`src/rtl/axi_wr_arbiter.sv`:
```
// Two-requester round-robin arbiter in front of a single AXI write master.
// Each requester sees a private start/ready/writing/done handshake. The
// winner's address and length are latched at grant time, its data is steered
// to the master, and the master's writing/done strobes are routed back to it.
module axi_wr_arbiter #(
    parameter int ADDR_W = 30,
    parameter int DATA_W = 64,
    parameter int LEN_W  = 8,
    parameter int CNT_W  = 16
) (
    input  logic              clk,
    input  logic              rst_n,
    input  logic              req0_start,
    input  logic [ADDR_W-1:0] req0_addr,
    input  logic [LEN_W-1:0]  req0_len,
    input  logic [DATA_W-1:0] req0_data,
    output logic              req0_ready,
    output logic              req0_writing,
    output logic              req0_done,
    input  logic              req1_start,
    input  logic [ADDR_W-1:0] req1_addr,
    input  logic [LEN_W-1:0]  req1_len,
    input  logic [DATA_W-1:0] req1_data,
    output logic              req1_ready,
    output logic              req1_writing,
    output logic              req1_done,
    output logic              m_start,
    output logic [ADDR_W-1:0] m_addr,
    output logic [LEN_W-1:0]  m_len,
    output logic [DATA_W-1:0] m_data,
    input  logic              m_ready,
    input  logic              m_writing,
    input  logic              m_done,
    output logic [CNT_W-1:0]  burst_cnt0,
    output logic [CNT_W-1:0]  burst_cnt1
);

    localparam logic [1:0] IDLE  = 2'd0;
    localparam logic [1:0] ISSUE = 2'd1;
    localparam logic [1:0] BUSY  = 2'd2;

    logic [1:0] state;
    logic       grant;      // requester currently owning the master
    logic       last;       // requester served most recently
    logic       win;        // requester that would be granted this cycle
    logic       any_start;
    logic       active;     // a burst is in flight (ISSUE or BUSY)

    // Completed-burst counters stick at all-ones instead of wrapping.
    function automatic logic [CNT_W-1:0] sat_inc(input logic [CNT_W-1:0] v);
        return (&v) ? v : v + {{(CNT_W-1){1'b0}}, 1'b1};
    endfunction

    // Winner selection: a lone request wins; under contention the requester
    // not served last wins, which gives strict alternation.
    always_comb begin
        any_start = req0_start | req1_start;
        if (req0_start && req1_start) begin
            win = ~last;
        end else begin
            win = req1_start;
        end
    end

    // Grant FSM, latched burst parameters, done pulses and burst counters.
    always_ff @(posedge clk or negedge rst_n) begin
        if (!rst_n) begin
            state      <= IDLE;
            grant      <= 1'b0;
            last       <= 1'b1;
            m_start    <= 1'b0;
            m_addr     <= '0;
            m_len      <= '0;
            req0_done  <= 1'b0;
            req1_done  <= 1'b0;
            burst_cnt0 <= '0;
            burst_cnt1 <= '0;
        end else begin
            req0_done <= 1'b0;
            req1_done <= 1'b0;
            case (state)
                IDLE: begin
                    // The master must be idle before a new burst is handed over.
                    if (m_ready && any_start) begin
                        grant   <= win;
                        m_addr  <= win ? req1_addr : req0_addr;
                        m_len   <= win ? req1_len  : req0_len;
                        m_start <= 1'b1;
                        state   <= ISSUE;
                    end
                end
                ISSUE: begin
                    // Master dropping ready means it has accepted the start.
                    if (!m_ready) begin
                        m_start <= 1'b0;
                        state   <= BUSY;
                    end
                end
                BUSY: begin
                    if (m_done) begin
                        if (grant) begin
                            req1_done  <= 1'b1;
                            burst_cnt1 <= sat_inc(burst_cnt1);
                        end else begin
                            req0_done  <= 1'b1;
                            burst_cnt0 <= sat_inc(burst_cnt0);
                        end
                        last  <= grant;
                        state <= IDLE;
                    end
                end
                default: begin
                    m_start <= 1'b0;
                    state   <= IDLE;
                end
            endcase
        end
    end

    // Zero-latency steering of ready, writing and data by the current grant.
    assign active       = (state == ISSUE) || (state == BUSY);
    assign req0_ready   = !((state != IDLE) && !grant);
    assign req1_ready   = !((state != IDLE) && grant);
    assign req0_writing = m_writing && active && !grant;
    assign req1_writing = m_writing && active && grant;
    assign m_data       = grant ? req1_data : req0_data;

endmodule

```
`config.mk`:
```
export PLATFORM = sky130hd
export DESIGN_NAME = axi_wr_arbiter
export DESIGN_NICKNAME = d
export VERILOG_FILES = /design/src/rtl/axi_wr_arbiter.sv
export SDC_FILE = /design/constraint.sdc
export NUM_CORES = 1
export LEC_CHECK = 0
export CORE_AREA = 2 2 136 138
export DETAILED_ROUTE_END_ITERATION = 7
export DIE_AREA = 0 0 138 140
export GPL_ROUTABILITY_DRIVEN = 0
export GPL_TIMING_DRIVEN = 0
export HOLD_SLACK_MARGIN = 0.15
export PLACE_DENSITY = 0.63
export SYNTH_ARGS = -nofsm -noshare
export SYNTH_HDL_FRONTEND = slang
export SYNTH_SLANG_ARGS = --single-unit
export TNS_END_PERCENT = 10
```
`constraint.sdc`:
```
create_clock -name clk -period 2.08 [get_ports clk]
set_clock_uncertainty 0.15 [all_clocks]
set_input_delay 0.312 -clock clk [delete_from_list [all_inputs] [get_ports clk]]
set_output_delay 0.312 -clock clk [all_outputs]
set_load 0.01 [all_outputs]
```
==> results.md, run 1 <==
* Post-synth ARST share at 1.00
* Yosys cell types at 41
* CTS tree: yes
* Setup WS post-layout at 0.00266 ns
* Synth Cell Area at 4470 um^2
* Most frequent cells in the layout: clkdlybuf4s50_1, dfrtp_1, mux2_2, nand2_1, o21ai_0
* Root buffer cell: clkbuf_16
* PD cells at 976 nW/um^2
* Status: finished, final reports clean
* Syn Area/Cell at 10.7 um^2
* NumNets Final at 1,008
* Actual slew at the worst max-slew pin at 0.444 ns
* Number of buffers created by CTS at 9
* Kind of start point of the critical path: flip-flop
* Share of layout cells above drive strength 1 at 0.224
* CTS sink count at 77
* Vias in the first global route at 4,926
* Total Wirelength at 19.6 mm
* Peak VDD IR at 0.000438 V
* CP delay by family, top: buffers and inverters
* Worst path max stage delay at 0.35 ns
* Type of the worst setup path: reg2out
* Max-cap violations at 0
* Post-DP HPWL at 16.2 mm
* Flop-to-flop setup slack at 0.08 ns
* CP required at 1.62 ns
* EDFF count, synth at 0
* LEAKAGE at 3.76 nW
* CORE AREA at 17,800 um^2
* WL met2 at 10.2 mm
* Row cnt at 49
* GRT Overall Usage at 0.196
* # port buffers at 351
* Synth Register Bits at 77
* Synth area leader: dfrtp_1
* I/O pin cnt at 352
* Shortest period the worst path allows at 2.08 ns
* Die area at 19,300 um^2
* Ys flop type: dfrtp_1
* FF-to-FF Start: grant
* Final setup vio count at 0
* Initial antenna violation count at 3
* Worst path depth at 5
* Met1 Wirelength at 7.34 mm
* Critical Path End: m_data[42]
* Worst Reg-to-Reg Cells at 8
* Routed len/inst at 19.0 um
* Most common cell after layout, fill and taps aside: clkdlybuf4s50_1
* Slowest CP cell: dfrtp_1
* Largest net degree at the start of global routing at 69
* ANT nets after route at 0
* First-pass GRT wire length at 29.3 mm
* Worst Path Buf+Inv at 4
* Max-slew violations at 0
* Synth Net Count at 634
* Via/cell ratio at 4.56
* HP Class: in2async
* FF-to-FF End: burst_cnt0[7]
* Ys Warns at 0
* Fmax at 481 MHz
* Hold_ws at 0.194 ns
* Area contributors post-synth: dfrtp_1, mux2_2, mux2i_1
* Max clock buf depth at 2
* Data arrival time of the critical path at 1.62 ns
* Met3 wire len at 1.54 mm
* DR iter-0 viols at 150
* Crit-path cells: buf_8 > buf_6 > clkbuf_16 > mux2_2 > buf_2
* Vias at 4,691
* Reg clk slew, reported paths at 0.06 ns
* Worst relative slew slack at 0.703
* H-tree depth at 3
* CP Launch Point: grant
* DIE HEIGHT at 140 um
* Largest fanout on the critical path at 10
* Global route overflow at 0
* Final Hold Fails at 0
* Area growth syn-to-layout at 94.6%
* Unrepaired setup endpoints after global routing: true
* Starting Density at 0.251
* Crit end category: output pin
* Fin crit share at 0.999
* Cells after synthesis at 417
* Die width at 138 um
* DP Worst Slack at -0.591 ns
* Sequential area share after synthesis at 0.432
* Clock insertion delay at the later pin of the skew report at 0.34 ns
* Top Layer Used: met4
* Drt first pass iters at 4
* DR DRC count at 0
* Yosys top cell area share at 0.426
-- cell type report --
| cell class | count | area [um^2] |
|---|---|---|
| inverters | 8 | 35.0 |
| clock inverters | 6 | 62.6 |
| flip-flops and latches | 77 | 1930 |
| clock buffers | 10 | 239 |
| plain buffers | 23 | 245 |
| repair buffers | 363 | 3450 |
| multi-input cells | 309 | 2440 |
| diodes | 3 | 7.51 |
| fillers | 1650 | 9090 |
| well taps | 229 | 287 |
-- cell families (layout without fill, tap and decap cells) --
family,count (synthesis),in the layout,synth area share
fa+ha+maj,6,6,0.0168
xor+xnor,29,29,0.0569
buf+inv,31,410,0.0314
flops,77,77,0.432
simple gates,104,104,0.118
compound gates,64,64,0.0874
mux,106,106,0.257
other cells,0,3,0
-- worst min-delay path by stage --
stage / cells after the start / to
after global routing: 2 / burst_cnt0[11]
after detailed placement: 1 / burst_cnt0[10]
after CTS: 2 / burst_cnt0[10]
final: 2 / burst_cnt0[11]
after global placement: 2 / last
after floorplan: 0 / burst_cnt0[0]
-- where the power goes --
part / internal, mW / switching (mW) / leakage [nW] / total (mW)
sequential: 1.96 / 0.291 / 0.995 / 2.25
combinational: 2.69 / 1.98 / 2.63 / 4.67
clock: 0.957 / 0.613 / 0.141 / 1.57
total: 5.60 / 2.88 / 3.76 / 8.49
-- sequential cells by signal (all words and copies together), names as in the netlist --
signal,flops
burst_cnt0,16
grant,1
last,1
m_len,8
m_start,1
m_addr,30
req0_done,1
req1_done,1
burst_cnt1,16
state,2
-- worst register-to-register path, cell delays in order (launching register included) --
cell	delay [ns]
dfrtp_1	0.38
buf_8	0.15
buf_4	0.14
buf_4	0.13
or2_4	0.28
clkinv_4	0.07
nand3_4	0.13
nor4b_2	0.33
xor2_1	0.17
-- layer usage --
| metal | vias to the layer above | GRT usage |
|---|---|---|
| met4 | 0 | 0.0730 |
| met3 | 24 | 0.0605 |
| met5 | - | 0 |
| met1 | 2220 | 0.211 |
| met2 | 210 | 0.363 |
| li1 | 2237 | - |
-- metrics by stage --
| step | cell area [um^2] | total power, mW | setup TNS, ns | std cells | utilization |
|---|---|---|---|---|---|
| after floorplan | 4470 | 4.22 | 0 | 417 | - |
| after global placement | 8270 | 6.80 | -181.79 | 997 | 0.465 |
| after detailed placement | 8290 | 6.85 | -23.89 | 998 | 0.466 |
| after CTS | 8670 | 8.57 | -0.587 | 1021 | 0.488 |
| after global routing | 8690 | 9.01 | -2.06 | 1028 | 0.489 |
| final | 8690 | 8.49 | 0 | 1028 | 0.489 |
-- synthesized netlist by cell type (2+ instances only) --
cell and instances:
a2111oi_2 2, a21oi_1 4, and2_1 2, and3_1 6
and4_1 3, buf_2 6, clkbuf_1 15, dfrtp_1 76
ha_1 6, inv_1 7, mux2_2 67, mux2i_1 38
nand2_1 55, nand3_1 6, nand4_1 5, nor2_1 8
nor3_1 6, nor3b_1 2, nor4_1 3, o2111ai_1 5
o211ai_1 6, o21ai_0 41, o31ai_1 2, or2_2 2
xnor2_1 13, xor2_1 16
-- repair_timing --
item | in CTS | in global routing
buffers inserted | 6 | 4
endpoints found under the setup margin | 101 | 116
gates resized for setup | 252 | 17
pin swaps | 0 | 4
hold buffers | 1 | 0
endpoints found under the hold margin | 76 | 0
No activity file was read; power rests on OpenSTA's default activity.
==> run 2, diff against run 1 <==
- MAX_ROUTING_LAYER: unset -> met4
==> run 2 against run 1 <==
Compared with the run above: the run now ends with setup timing left; combinational power is 3% higher; maximum frequency is 0.33% lower; sequential power hardly changed; via count hardly changed; global-route usage is 0.60 points higher; non-clock buffer count stayed put; count of clock-buffer cells in the layout stayed put; clock power hardly changed; sequential share of layout area is 0.16 points lower; critical path depth stayed put.
==> results.md, run 2 (synthesis gave the netlist of run 1 again) <==
* Unrepaired setup endpoints after global routing: true
* Kind of start point of the critical path: flip-flop
* Area growth syn-to-layout at 96.1%
* Global route overflow at 0
* Status: finished with violations
* FF-to-FF Start: grant
* Vias in the first global route at 4,938
* Via/cell ratio at 4.56
* Die width at 138 um
* CP Launch Point: grant
* Most flop-heavy register: m_addr
* Data arrival time of the critical path at 1.62 ns
* Total Wirelength at 19.6 mm
* Type of the worst setup path: reg2out
* Post-DP HPWL at 16.2 mm
* Worst relative slew slack at 0.689
* ANT nets after route at 0
* NumNets Final at 1,008
* Root buffer cell: clkbuf_16
* Max-slew violations at 0
* Most common cell after layout, fill and taps aside: clkdlybuf4s50_1
* LEAKAGE at 3.79 nW
* Final setup vio count at 1
* Top flop regs: m_addr x30, burst_cnt0 x16, burst_cnt1 x16
* Clock insertion delay at the later pin of the skew report at 0.34 ns
* Sw power at 2.92 mW
* Initial antenna violation count at 5
* Max-cap violations at 0
* DIE HEIGHT at 140 um
* DR iter-0 viols at 154
* CTS tree: yes
* Failing checks: setup timing
* Most frequent cells in the layout: clkdlybuf4s50_1, dfrtp_1, mux2_2, nand2_1, o21ai_0
* Peak VDD IR at 0.000435 V
* Final core utilization at 0.492
* PD cells at 983 nW/um^2
* Crit end category: output pin
* CORE AREA at 17,800 um^2
* Largest net degree at the start of global routing at 69
* Net Sw Frac at 0.339
* Clock Power Share at 0.183
* Starting Density at 0.251
* Row cnt at 49
* Sequential share of power at 0.261
* Number of buffers created by CTS at 9
* GRT Overall Usage at 0.202
* Largest fanout on the critical path at 10
* CP required at 1.62 ns
* Final Non-Filler Cells at 1,030
* Final Hold Fails at 0
* First-pass GRT wire length at 29.2 mm
* Fmax at 480 MHz
* Combinational Power Share at 0.556
* Max clock buf depth at 2
* # port buffers at 351
* I/O pin cnt at 352
* HP Class: in2async
* Drt first pass iters at 4
* Shortest period the worst path allows at 2.08 ns
* Max reg flops at 30
* CTS sink count at 77
* Fin crit share at 1.00
* Fillers at 1,648
* Placed Cells at 998
* Setup WS post-layout at -0.00416 ns
* Share of layout cells above drive strength 1 at 0.242
* Die area at 19,300 um^2
* Vias at 4,692
* H-tree depth at 3
* Reg clk slew, reported paths at 0.06 ns
* DR DRC count at 0
* Actual slew at the worst max-slew pin at 0.465 ns
* Routed len/inst at 19.0 um
* Internal power at 5.69 mW
-- run 2: cell type report --
type,count,area (um^2),area share
buffer,23,245,0.0280
inverter,8,35.0,0.00400
tap,229,287,0.0327
timing repair buffer,363,3470,0.396
clock inverter,6,62.6,0.00714
clock buffer,10,239,0.0273
multi-input combinational,309,2480,0.283
sequential,77,1930,0.220
antenna,5,12.5,0.00143
-- run 2: per-stage QoR --
step / area, um^2 / power, mW / TNS, ns / setup WS (ns) / hold WS (ns)
floorplan: 4470 / 4.22 / 0 / 0.189 / -0.134
global placement: 8270 / 6.80 / -181.79 / -2.11 / 0.305
detailed placement: 8290 / 6.85 / -23.89 / -0.591 / 0.00947
CTS: 8670 / 8.57 / -0.587 / -0.0671 / 0.195
global route: 8760 / 9.13 / -1.07 / -0.0676 / 0.198
finish: 8760 / 8.61 / -0.00416 / -0.00416 / 0.194
-- run 2: worst max-delay path, cell delays in order, from the launching register on --
cell and delay [ns]:
dfrtp_1 0.35, buf_8 0.15, buf_6 0.13, clkbuf_16 0.15, mux2_2 0.35, buf_2 0.15
-- run 2: repair_timing --
| item | 4_1_cts | 5_1_grt |
|---|---|---|
| endpoints found under the hold margin | 76 | 0 |
| resized for setup | 252 | 69 |
| hold buffers | 1 | 0 |
| setup endpoints to repair | 101 | 116 |
| pin swaps | 0 | 6 |
| setup buffers | 6 | 4 |
-- run 2: layer usage --
metal,part of all wire,vias up,GRT usage
li1,-,2240,-
met1,0.38,2212,0.212
met2,0.52,214,0.360
met3,0.074,26,0.0571
met4,0.026,0,0.0811
met5,0,-,-
-- run 2: path summary, 6_finish.rpt --
check	cells after the start	endpoint	slack [ns]
min in group clk	2	last	0.32
hold reg to reg	2	last	0.32
max in group asynchronous	3	last	0.99
hold / removal	2	burst_cnt0[11]	0.19
setup reg to reg	8	burst_cnt0[7]	0.10
setup / recovery	5	m_data[42]	-0.004
-- run 2: power by group through the flow --
stage / logic [mW] / registers (mW) / clock network (mW)
3_3_place_gp: 4.54 / 2.25 / 0
6_report: 4.79 / 2.25 / 1.57
5_1_grt: 5.14 / 2.31 / 1.68
4_1_cts: 4.72 / 2.25 / 1.61
3_5_place_dp: 4.57 / 2.28 / 0
2_1_floorplan: 1.78 / 2.44 / 0
==> run 3, diff against run 2 <==
- CORE_AREA: 2 2 136 138 -> 2 2 138 140
- DIE_AREA: 0 0 138 140 -> 0 0 140 142
- PLACE_DENSITY: 0.63 -> 0.61
- clock period: 2.08 -> 2.6 ns (I/O delays scaled with it)
==> run 3 against run 2 <==
Compared with the run above: the flow finishes with violations (DRC); power decreased by 22%; global-route usage fell by 1.2 points; via count fell by 1.4%; highest routed layer unchanged; routed wire length fell by 3.3%; worst hold slack better by 0.12 ns; die area up 2.9%; critical path depth down 1; combinational power decreased by 24%; count of clock-buffer cells in the layout is 3 higher; worst setup slack improved by 0.087 ns.
==> results.md, run 3 (synthesis gave the netlist of run 1 again) <==
* PD cells at 776 nW/um^2
* Net Sw Frac at 0.334
* DP Worst Slack at -0.147 ns
* Peak VDD IR at 0.000341 V
* # port buffers at 351
* DR DRC count at 17
* Slowest CP cell: clkdlybuf4s50_1
* Max-slew violations at 0
* Top flop regs: m_addr x30, burst_cnt0 x16, burst_cnt1 x16
* Unrepaired setup endpoints after global routing: false
* Routed len/inst at 18.6 um
* Die width at 140 um
* Initial antenna violation count at 1
* Actual slew at the worst max-slew pin at 0.484 ns
* Max-cap violations at 0
* Final setup vio count at 0
* I/O pin cnt at 352
* Share of layout cells above drive strength 1 at 0.139
* CORE AREA at 18,500 um^2
* Kind of start point of the critical path: flip-flop
* Fin crit share at 0.968
* Starting Density at 0.242
* Max reg flops at 30
* Global route overflow at 0
* Clock Power Share at 0.189
* Most frequent cells in the layout: clkdlybuf4s50_1, dfrtp_1, mux2_2, nand2_1, o21ai_0
* Drt first pass iters at 6
* Crit-path cells: buf_6 > clkbuf_2 > mux2_2 > clkdlybuf4s50_1
* GRT Overall Usage at 0.190
* DR iter-0 viols at 187
* Root buffer cell: clkbuf_16
* Max clock buf depth at 2
* Total negative slack at 0 ns
* Type of the worst setup path: reg2out
* Final Hold Fails at 0
* Failing checks: DRC
* Sequential share of power at 0.268
* Vias at 4,625
* Fmax at 397 MHz
* Clock insertion delay at the later pin of the skew report at 0.33 ns
* Sw power at 2.24 mW
* Area growth syn-to-layout at 93.2%
* Row cnt at 50
* Shortest period the worst path allows at 2.52 ns
* Reg clk slew, reported paths at 0.05 ns
* Hold_ws at 0.318 ns
* Total Wirelength at 18.9 mm
* CP required at 2.06 ns
* Die area at 19,900 um^2
* H-tree depth at 3
* Internal power at 4.46 mW
* Most flop-heavy register: m_addr
* Largest net degree at the start of global routing at 51
* LEAKAGE at 3.62 nW
* CTS sink count at 77
* Status: finished with violations
* Crit end category: output pin
* Vias in the first global route at 4,936
* Combinational Power Share at 0.543
* Worst path max stage delay at 0.50 ns
* DIE HEIGHT at 142 um
* Data arrival time of the critical path at 1.98 ns
* Post-DP HPWL at 15.8 mm
* Most common cell after layout, fill and taps aside: clkdlybuf4s50_1
* Via/cell ratio at 4.53
* Setup WS post-layout at 0.0833 ns
* First-pass GRT wire length at 28.1 mm
* Worst relative slew slack at 0.676
* CTS tree: yes
* Number of buffers created by CTS at 9
* Final core utilization at 0.468
* Largest fanout on the critical path at 10
* HP Class: reg2reg
* NumNets Final at 998
* ANT nets after route at 0
==> run 3: cell count changes in the layout (fill, tap and decap cells not counted), moves of 4 or more <==
cell	delta
clkbuf_16	-5
mux2_2	+6
mux2_4	-6
clkdlybuf4s15_1	-6
clkdlybuf4s50_1	+62
buf_2	-21
buf_4	-8
clkbuf_2	-17
buf_6	-22
diode_2	-4
dlygate4sd2_1	+4
clkbuf_1	+7
==> run 3: what timing repair did <==
item	4_1_cts	5_1_grt
buffers inserted	0	0
gates resized for setup	14	2
setup endpoints to repair	68	2
hold buffers	1	0
hold endpoints to repair	27	0
==> run 3: worst max-delay path, delay by kind of cell, from the launching register on <==
kind / cells / cell delay (ns)
multiplexers: 1 / 0.39
flip-flops: 1 / 0.34
buffers and inverters: 3 / 0.91
==> run 3: per-stage QoR <==
stage | cell area (um^2) | instances | power, mW
after detailed placement | 8300 | 1003 | 5.47
after global routing | 8630 | 1021 | 7.09
after floorplan | 4470 | 417 | 3.37
after CTS | 8620 | 1020 | 6.80
final | 8630 | 1021 | 6.70
after global placement | 8270 | 1002 | 5.43
==> run 3: cell type report <==
class / count / area, um^2
sequential: 77 / 1930
antenna: 1 / 2.50
multi-input combinational: 309 / 2400
inverter: 8 / 35.0
clock buffer: 13 / 260
tap: 234 / 293
clock inverter: 3 / 43.8
timing repair buffer: 353 / 3540
buffer: 23 / 124
fill: 1745 / 9830
==> run 3: power by group through the flow <==
stage	Combinational, mW	Clock (mW)	Sequential [mW]
2_1_floorplan	1.42	0	1.95
3_3_place_gp	3.62	0	1.80
3_5_place_dp	3.65	0	1.82
4_1_cts	3.69	1.31	1.80
5_1_grt	3.89	1.35	1.84
6_report	3.63	1.27	1.80
==> run 3: path summary, 6_finish.rpt <==
path / to / slack, ns / depth (start not counted) / startpoint
min in group asynchronous: req0_done / 0.38 / 2 / rst_n
worst max-delay path: m_data[56] / 0.08 / 4 / grant
worst max register to register: m_addr[7] / 0.43 / 7 / state[0]
worst min-delay path: last / 0.32 / 2 / last
max in group asynchronous: last / 1.28 / 3 / rst_n
worst min register to register: last / 0.32 / 2 / last
==> run 3: metal layers <==
metal	global-route usage	routed length, um	vias up
met4	0.0494	344	0
met3	0.0683	1690	23
li1	-	-	2217
met5	-	0	-
met1	0.201	7160	2173
met2	0.341	9750	212
